`src/rtl/if_id_stage_pkg.sv`:
```
// Shared fetch-pipeline constants and types for the IF stage and IF/ID register.
package if_id_stage_pkg;

    localparam int unsigned ADDR_W  = 32;
    localparam int unsigned INSTR_W = 32;

    localparam logic [ADDR_W-1:0]  RESET_PC_DEFAULT = 32'h0000_0000;
    localparam logic [ADDR_W-1:0]  PC_STEP          = 32'd4;
    localparam logic [INSTR_W-1:0] NOP_INSTR        = 32'h0000_0000;

    typedef struct packed {
        logic [ADDR_W-1:0]  pc4;
        logic [INSTR_W-1:0] instr;
        logic               valid;
    } if_id_t;

    function automatic logic [ADDR_W-1:0] word_align(input logic [ADDR_W-1:0] addr);
        return {addr[ADDR_W-1:2], 2'b00};
    endfunction

endpackage

```
`src/rtl/if_id_stage_pc_reg.sv`:
```
// Program counter with next-PC selection: reset, hold, redirect, or sequential step.
module pc_reg
    import if_id_stage_pkg::*;
#(
    parameter logic [ADDR_W-1:0] RESET_PC = RESET_PC_DEFAULT
) (
    input  logic              clk_i,
    input  logic              rst_i,
    input  logic              pc_write_i,
    input  logic              pc_src_i,
    input  logic [ADDR_W-1:0] branch_target_i,
    output logic [ADDR_W-1:0] pc_o,
    output logic [ADDR_W-1:0] pc_plus4_o
);

    logic [ADDR_W-1:0] pc_q;
    logic [ADDR_W-1:0] pc_d;

    // Sequential step wraps naturally modulo 2^32.
    assign pc_plus4_o = pc_q + PC_STEP;
    assign pc_o       = pc_q;

    always_comb begin
        pc_d = pc_q;
        if (pc_write_i) begin
            if (pc_src_i) pc_d = word_align(branch_target_i);
            else          pc_d = pc_plus4_o;
        end
    end

    always_ff @(posedge clk_i) begin
        if (rst_i) pc_q <= word_align(RESET_PC);
        else       pc_q <= pc_d;
    end

endmodule

```
`src/rtl/if_id_stage.sv`:
```
// Instruction fetch stage: PC register, IF/ID pipeline register and stall counter.
module if_id_stage
    import if_id_stage_pkg::*;
#(
    parameter logic [ADDR_W-1:0] RESET_PC    = RESET_PC_DEFAULT,
    parameter int unsigned       STALL_CNT_W = 16
) (
    input  logic                   clk,
    input  logic                   rst,
    input  logic                   PC_Write,
    input  logic                   IF_ID_Write,
    input  logic                   PCSrc,
    input  logic [ADDR_W-1:0]      branch_target,
    input  logic                   IF_Flush,
    output logic [ADDR_W-1:0]      imem_addr,
    input  logic [INSTR_W-1:0]     imem_data,
    output logic [ADDR_W-1:0]      IF_ID_PC4,
    output logic [INSTR_W-1:0]     IF_ID_Instr,
    output logic                   IF_ID_Valid,
    output logic [STALL_CNT_W-1:0] stall_count
);

    logic [ADDR_W-1:0]      pc_plus4;
    if_id_t                 ifid_q;
    if_id_t                 ifid_d;
    logic [STALL_CNT_W-1:0] stall_q;
    logic [STALL_CNT_W-1:0] stall_d;

    pc_reg #(
        .RESET_PC (RESET_PC)
    ) u_pc_reg (
        .clk_i           (clk),
        .rst_i           (rst),
        .pc_write_i      (PC_Write),
        .pc_src_i        (PCSrc),
        .branch_target_i (branch_target),
        .pc_o            (imem_addr),
        .pc_plus4_o      (pc_plus4)
    );

    // A flush bubble still records PC+4; only reset clears it.
    always_comb begin
        ifid_d = ifid_q;
        if (IF_ID_Write) begin
            ifid_d.pc4 = pc_plus4;
            if (IF_Flush) begin
                ifid_d.instr = NOP_INSTR;
                ifid_d.valid = 1'b0;
            end else begin
                ifid_d.instr = imem_data;
                ifid_d.valid = 1'b1;
            end
        end
    end

    always_comb begin
        stall_d = stall_q;
        if (!PC_Write && (stall_q != '1)) stall_d = stall_q + STALL_CNT_W'(1);
    end

    always_ff @(posedge clk) begin
        if (rst) begin
            ifid_q.pc4   <= '0;
            ifid_q.instr <= NOP_INSTR;
            ifid_q.valid <= 1'b0;
            stall_q      <= '0;
        end else begin
            ifid_q  <= ifid_d;
            stall_q <= stall_d;
        end
    end

    assign IF_ID_PC4   = ifid_q.pc4;
    assign IF_ID_Instr = ifid_q.instr;
    assign IF_ID_Valid = ifid_q.valid;
    assign stall_count = stall_q;

endmodule

```
`config.mk`:
```
export PLATFORM = sky130hd
export DESIGN_NAME = if_id_stage
export DESIGN_NICKNAME = d
export VERILOG_FILES = /design/src/rtl/if_id_stage_pkg.sv /design/src/rtl/if_id_stage_pc_reg.sv /design/src/rtl/if_id_stage.sv
export SDC_FILE = /design/constraint.sdc
export NUM_CORES = 1
export LEC_CHECK = 0
export BUFFER_PORTS_ARGS = -buffer_cell sky130_fd_sc_hd__buf_2
export CAP_MARGIN = 20
export CORE_MARGIN = 8
export CORE_UTILIZATION = 45
export CTS_CLUSTER_DIAMETER = 80
export DETAILED_ROUTE_END_ITERATION = 8
export GPL_TIMING_DRIVEN = 0
export PLACE_DENSITY = 0.75
export SYNTH_ARGS = -nofsm -noshare
export SYNTH_HDL_FRONTEND = slang
export SYNTH_HIERARCHICAL = 1
export SYNTH_SLANG_ARGS = --single-unit
```
`constraint.sdc`:
```
create_clock -name clk -period 1.9 [get_ports clk]
set_input_delay 0.095 -clock clk [delete_from_list [all_inputs] [get_ports clk]]
set_output_delay 0.095 -clock clk [all_outputs]
set_load 0.1 [all_outputs]
```
==> reports/metrics.yaml, run 1 <==
status:
  outcome: "complete, but fails checks"
  violations: "setup timing"
timing:
  setup_tns_ns: -0.282
  fmax_ghz: 0.509
  skew_ns: 0.0101
  maxSlewViolCount: 0
  rsz0062_at_grt: "true"
  period_share: 1.03
  fin_ws_ns: -0.0645
  slew_headroom: 0.377
  setup_violations: 9
  hold_viol_final: 0
  min_period_ns: 1.96
  max_slew.worst_pin.slew_ns: 0.935
detailed_routing:
  drc: 0
  vias_per_cell: 5.49
  wl_um: 18800
  drtIter0Drc: 553
  dr.pass1.iters: 5
  wl_per_cell_um: 18.0
  ant_nets: 0
  vias: 5720
die:
  ios: 183
  die_w_um: 126
  rows: 40
  dieArea_um2: 16000
  die_h_um: 126
  start_util: 0.459
  coreArea_um2: 12000
setup_path:
  crit_buf_inv: 2
  cp_max_fo: 7
  critPathSlowestCell: "or4_4"
  path_class: "reg2reg"
  end_kind: "flip-flop"
  slowest_delay_ns: 0.52
  cp.arrival_ns: 2.18
  crit_chain: "nand4_4 > or4_4 > buf_12 > nor3_4 > buf_4 > o21ai_0 > o2bb2ai_1"
  startpoint_type: "flip-flop"
  required_ns: 2.11
  cpLargestDelayFamily: "simple AND/OR/NAND/NOR gates"
logic_synthesis:
  synth_area_leader_cell: "dfxtp_1"
  synthArstFlopShare: 0
  ys_ff_latch: 111
  syn_avg_cell_area_um2: 8.53
  ys_types: 63
  netlist_area_um2: 5490
  synth_cells: 643
  synth.area.top_cells: "dfxtp_1, nor2_1, mux2i_1"
  synthTopCellsByCount: "dfxtp_1, nor2_1, a21oi_1"
  yosys_warnings: 6
  yosysMostFrequentCell: "dfxtp_1"
  synth_edf_count: 0
  yosysSeqAreaShare: 0.405
  synth_top_area_share: 0.405
  synth_flop_cell: "dfxtp_1"
power_and_ir_drop:
  power_leakage_nw: 3.49
  peakVddDrop_v: 0.000492
  p_per_area_nw_per_um2: 739
  power_switching_mw: 2.03
  combPwrFrac: 0.243
  seqPwrFrac: 0.437
  internal-power_mw: 3.63
  swShare: 0.359
  total_power_mw: 5.66
  pwr-share-clk: 0.320
place:
  dp_hpwl_um: 13100
  gp_congestion: 0.858
  place_inst: 971
  portBuffers: 178
  place_ws_ns: -0.283
cts:
  htree_levels: 3
  cts_made_buffers: 9
  cts.clk_slew.worst_paths_ns: 0.08
  cts_tree: "done"
  clock-root-buffer: "clkbuf_16"
  cts.sinks: 111
  cts_buffer_depth: 2
  clk_latency_ns: 0.35
global_route:
  grt.total_usage: 0.227
  grt_max_degree: 19
  grt_pass1_wl_um: 29200
  grt_overflow: 0
  antenna_found_initial: 0
  grt_pass1_vias: 5421
finish:
  multi_input_area_um2: 3180
  drive_gt1_frac: 0.342
  final_nets: 961
  regArea_um2: 2360
  area.growth.synth_to_final_pct: 39.5
  antenna_cells: 0
  final_cells: 1041
  fillers: 1018
job:
  maxCapViolCount: 0
hold_path:
  hp-class: "in2reg"
[final cells by class]
| cell class | instances | area share |
|---|---|---|
| multi-input cells | 477 | 0.416 |
| flip-flops and latches | 111 | 0.309 |
| repair buffers | 234 | 0.184 |
| clock buffers | 10 | 0.0299 |
| plain buffers | 43 | 0.0255 |
| well taps | 147 | 0.0240 |
| inverters | 13 | 0.00638 |
| clock inverters | 6 | 0.00556 |
[kinds of logic (layout without fill, tap and decap cells)]
family / count (synthesis) / after routing / synth area share
muxes: 42 / 42 / 0.0782
xor gates and xnor gates: 30 / 30 / 0.0479
DFF: 111 / 111 / 0.405
adders and majority gates: 2 / 2 / 0.00456
other: 1 / 4 / 0.000684
and+or+nand+nor: 267 / 267 / 0.268
buffers and inverters: 58 / 306 / 0.0449
AOI/OAI and AO/OA: 132 / 132 / 0.150
[sequential cells by signal (all words and copies together), names as in the netlist]
| name | cells |
|---|---|
| IF_ID_Instr | 32 |
| IF_ID_PC4 | 32 |
| u_pc_reg/pc_o | 30 |
| stall_count | 16 |
| IF_ID_Valid | 1 |
[layer usage]
layer | track usage | vias to the layer above | routed length, um
met3 | 0.0725 | 18 | 1830
met4 | 0.0630 | 0 | 207
li1 | - | 2754 | -
met5 | 0 | - | 0
met2 | 0.374 | 274 | 8950
met1 | 0.279 | 2674 | 7790
[tightest hold or removal path, stage by stage]
cell     delay, ns
buf_2         0.08
a31oi_1       0.09
o21ai_2       0.09
[power by group through the flow]
| stage | logic (mW) | clock network [mW] | registers (mW) |
|---|---|---|---|
| floorplan | 0.359 | 0 | 3.16 |
| global route | 1.43 | 1.95 | 2.49 |
| detailed placement | 1.29 | 0 | 2.53 |
| CTS | 1.36 | 1.84 | 2.47 |
| global placement | 1.28 | 0 | 2.53 |
| finish | 1.37 | 1.81 | 2.47 |
[timing repair]
action / CTS / global route
pin swaps: 7 / 13
setup endpoints to repair: 35 / 25
hold buffers: 33 / 0
hold endpoints to repair: 33 / 0
setup buffers: 17 / 6
gates resized for setup: 13 / 7
cloned: 0 / 0
[final timing paths]
check                                      start  cells past startpoint  slack, ns                              to
setup reg to reg  u_pc_reg/pc_o[15]$_SDFFE_PP0P_                      7      -0.06  u_pc_reg/pc_o[20]$_SDFFE_PP0P_
setup / recovery  u_pc_reg/pc_o[15]$_SDFFE_PP0P_                      7      -0.06  u_pc_reg/pc_o[20]$_SDFFE_PP0P_
hold reg to reg     IF_ID_Instr[30]$_SDFFE_PP0P_                      2       0.48    IF_ID_Instr[30]$_SDFFE_PP0P_
hold / removal                 branch_target[31]                      3       0.03  u_pc_reg/pc_o[31]$_SDFFE_PP0P_
[cells in the final DEF, fill, tap and decap left out, types with 8 or more instances in the layout]
cell	count
mux2i_1	38
dfxtp_2	9
a22oi_1	16
a21oi_1	52
inv_1	13
dfxtp_1	67
o21ai_0	19
clkbuf_1	31
nor2_1	103
nand4_1	10
clkbuf_16	9
buf_2	180
dfxtp_4	35
nor3_1	8
xor2_1	8
nand3_1	10
nand2_1	26
buf_4	24
nor2b_1	45
dlygate4sd3_1	33
xnor2_1	20
[metrics by stage]
stage / hold WS [ns] / util / instance area [um2]
global route: 0.0191 / 0.640 / 7650
global placement: 0.320 / 0.568 / 6790
floorplan: 0.196 / - / 5720
detailed placement: 0.323 / 0.568 / 6790
CTS: 0.0137 / 0.634 / 7580
finish: 0.0313 / 0.640 / 7650
No activity file was read; power rests on OpenSTA's default activity.
==> inputs of run 2 (changes only) <==
Settings changed: TNS_END_PERCENT from default to 1.
==> run 2 against run 1 <==
Compared with the run above: sequential power hardly changed; cell area is 2.3% lower; wire length is 4.2% lower; the flow still finishes with violations (setup timing); via count is 2.6% lower; critical endpoint is now IF_ID_PC4[30]$_SDFFE_PP0P_; maximum frequency is 1.2% lower.
==> reports/metrics.yaml, run 2 (same netlist as run 1, synthesis figures left out) <==
status:
  outcome: "complete, but fails checks"
  violations: "setup timing"
finish:
  final_cells: 1027  # -1.3%
  fillers: 1044  # +2.6%
  area.growth.synth_to_final_pct: 36.3
  final_nets: 947  # -1.5%
  antenna_cells: 0  # unchanged
  final_common_cell: "buf_2"
  utilization: 0.625  # -0.0144
  most-common-layout-cells: "buf_2, nor2_1, dfxtp_1, a21oi_1, nor2b_1"
  drive_gt1_frac: 0.322  # -0.0207
die:
  start_util: 0.459  # unchanged
  die_w_um: 126  # unchanged
  ios: 183  # unchanged
  rows: 40  # unchanged
  dieArea_um2: 16000  # unchanged
  coreArea_um2: 12000  # unchanged
  die_h_um: 126  # unchanged
power_and_ir_drop:
  seqPwrFrac: 0.441  # +0.004
  combPwrFrac: 0.239  # -0.004
  power_switching_mw: 1.94  # -4.3%
  peakVddDrop_v: 0.000546  # +11%
  swShare: 0.344  # -0.0148
  pwr-share-clk: 0.320  # about the same
  total_power_mw: 5.64  # -0.24%
  power_leakage_nw: 3.39  # -2.9%
  internal-power_mw: 3.70  # +2.1%
  p_per_area_nw_per_um2: 755  # +2.1%
timing:
  fmax_ghz: 0.503  # -1.2%
  holdWs_ns: 0.0112  # -0.0201 ns
  maxSlewViolCount: 0  # unchanged
  hold_viol_final: 0  # unchanged
  setup_violations: 14  # +5
  slew_headroom: 0.427  # +0.0503
  skew_ns: 0.00559  # -0.00451 ns
  setup_tns_ns: -0.534  # -0.252 ns
  min_period_ns: 1.99  # +0.0239 ns
  period_share: 1.05  # +0.0126
  rsz0062_at_grt: "true"
  fin_ws_ns: -0.0884  # -0.0239 ns
  max_slew.worst_pin.slew_ns: 0.860  # -0.0754 ns
setup_path:
  startpoint: "u_pc_reg/pc_o[12]$_SDFFE_PP0P_"
  path_class: "reg2reg"
  required_ns: 2.12  # about the same
  startpoint_type: "flip-flop"
  cp.arrival_ns: 2.21  # +0.03 ns
  cp_max_fo: 7  # unchanged
  r2r-start: "u_pc_reg/pc_o[12]$_SDFFE_PP0P_"
  end_kind: "flip-flop"
detailed_routing:
  vias_per_cell: 5.42  # -1.3%
  dr.pass1.iters: 5  # unchanged
  vias: 5569  # -2.6%
  wl_um: 18000  # -4.2%
  ant_nets: 0  # unchanged
  wl_per_cell_um: 17.5  # -2.9%
  drc: 0  # unchanged
  drtIter0Drc: 453  # -18%
global_route:
  grt_pass1_wl_um: 28200  # -3.4%
  antenna_found_initial: 0  # unchanged
  grt_overflow: 0  # unchanged
  grt_pass1_vias: 5425  # +0.074%
  grt.total_usage: 0.218  # -0.00915
  grt_max_degree: 18  # -1
cts:
  cts_buffer_depth: 2  # unchanged
  cts_made_buffers: 9  # unchanged
  cts.sinks: 111  # unchanged
  clock-root-buffer: "clkbuf_16"
  htree_levels: 3  # unchanged
  clk_latency_ns: 0.35  # about the same
  cts_tree: "done"
  cts.clk_slew.worst_paths_ns: 0.07  # about the same
hold_path:
  hold_path.startpoint: "imem_data[30]"
  hp-class: "in2reg"
place:
  dp_hpwl_um: 13000  # -0.57%
  portBuffers: 178  # unchanged
  place_inst: 971  # unchanged
  gp_congestion: 0.884  # +3.0%
job:
  maxCapViolCount: 0  # unchanged
## run 2: changes by cell type in the layout (fill, tap and decap cells not counted), sizes merged
cell / change
buf: -16
clkbuf: +6
clkinv: -1
inv: -2
dlygate4sd3: -1
## run 2: final timing paths
path | end | slack [ns] | cells after the start
worst max register to register | IF_ID_PC4[30]$_SDFFE_PP0P_ | -0.09 | 8
worst min-delay path | IF_ID_Instr[30]$_SDFFE_PP0P_ | 0.01 | 3
worst max-delay path | IF_ID_PC4[30]$_SDFFE_PP0P_ | -0.09 | 8
worst min register to register | IF_ID_Instr[30]$_SDFFE_PP0P_ | 0.47 | 2
## run 2: stage by stage
stage / area [um2] / setup WS [ns]
2_1_floorplan: 5640 / -0.297
3_3_place_gp: 6720 / -0.343
3_5_place_dp: 6720 / -0.388
4_1_cts: 7410 / -0.160
5_1_grt: 7480 / -0.218
6_report: 7480 / -0.0884
## run 2: layer usage
metal	track usage	wire length, um	vias up
li1	-	-	2722
met1	0.258	7630	2610
met2	0.373	8550	215
met3	0.0674	1530	22
met4	0.0594	263	0
met5	0	0	-
## run 2: power by group through the flow
stage / clock network, mW / registers [mW] / logic, mW
floorplan: 0 / 3.18 / 0.358
global placement: 0 / 2.54 / 1.28
detailed placement: 0 / 2.54 / 1.28
CTS: 1.85 / 2.49 / 1.34
global route: 1.95 / 2.50 / 1.41
finish: 1.81 / 2.49 / 1.35
## run 2: what timing repair did
item,CTS,global route
hold buffers,32,0
pin swaps,11,6
endpoints found under the hold margin,32,0
cloned,0,0
buffers inserted,5,4
setup endpoints to repair,42,33
gates resized for setup,14,9
## run 2: cell type report
cell class                 instances  area, um2  share of cell area
multi-input combinational        477       3150               0.421
sequential                       111       2330               0.312
timing repair buffer             219       1280               0.171
clock buffer                      13        262              0.0350
buffer                            44        205              0.0274
tap                              147        184              0.0246
inverter                          13       48.8             0.00653
clock inverter                     3       16.3             0.00218
## run 2: worst max-delay path, cell delays in order (launching register included)
cell	delay [ns]
dfxtp_4	0.38
nand4_4	0.15
or4_4	0.52
buf_12	0.17
nor3_4	0.22
nand2_1	0.11
xnor2_1	0.13
mux2i_1	0.13
nor2_1	0.05
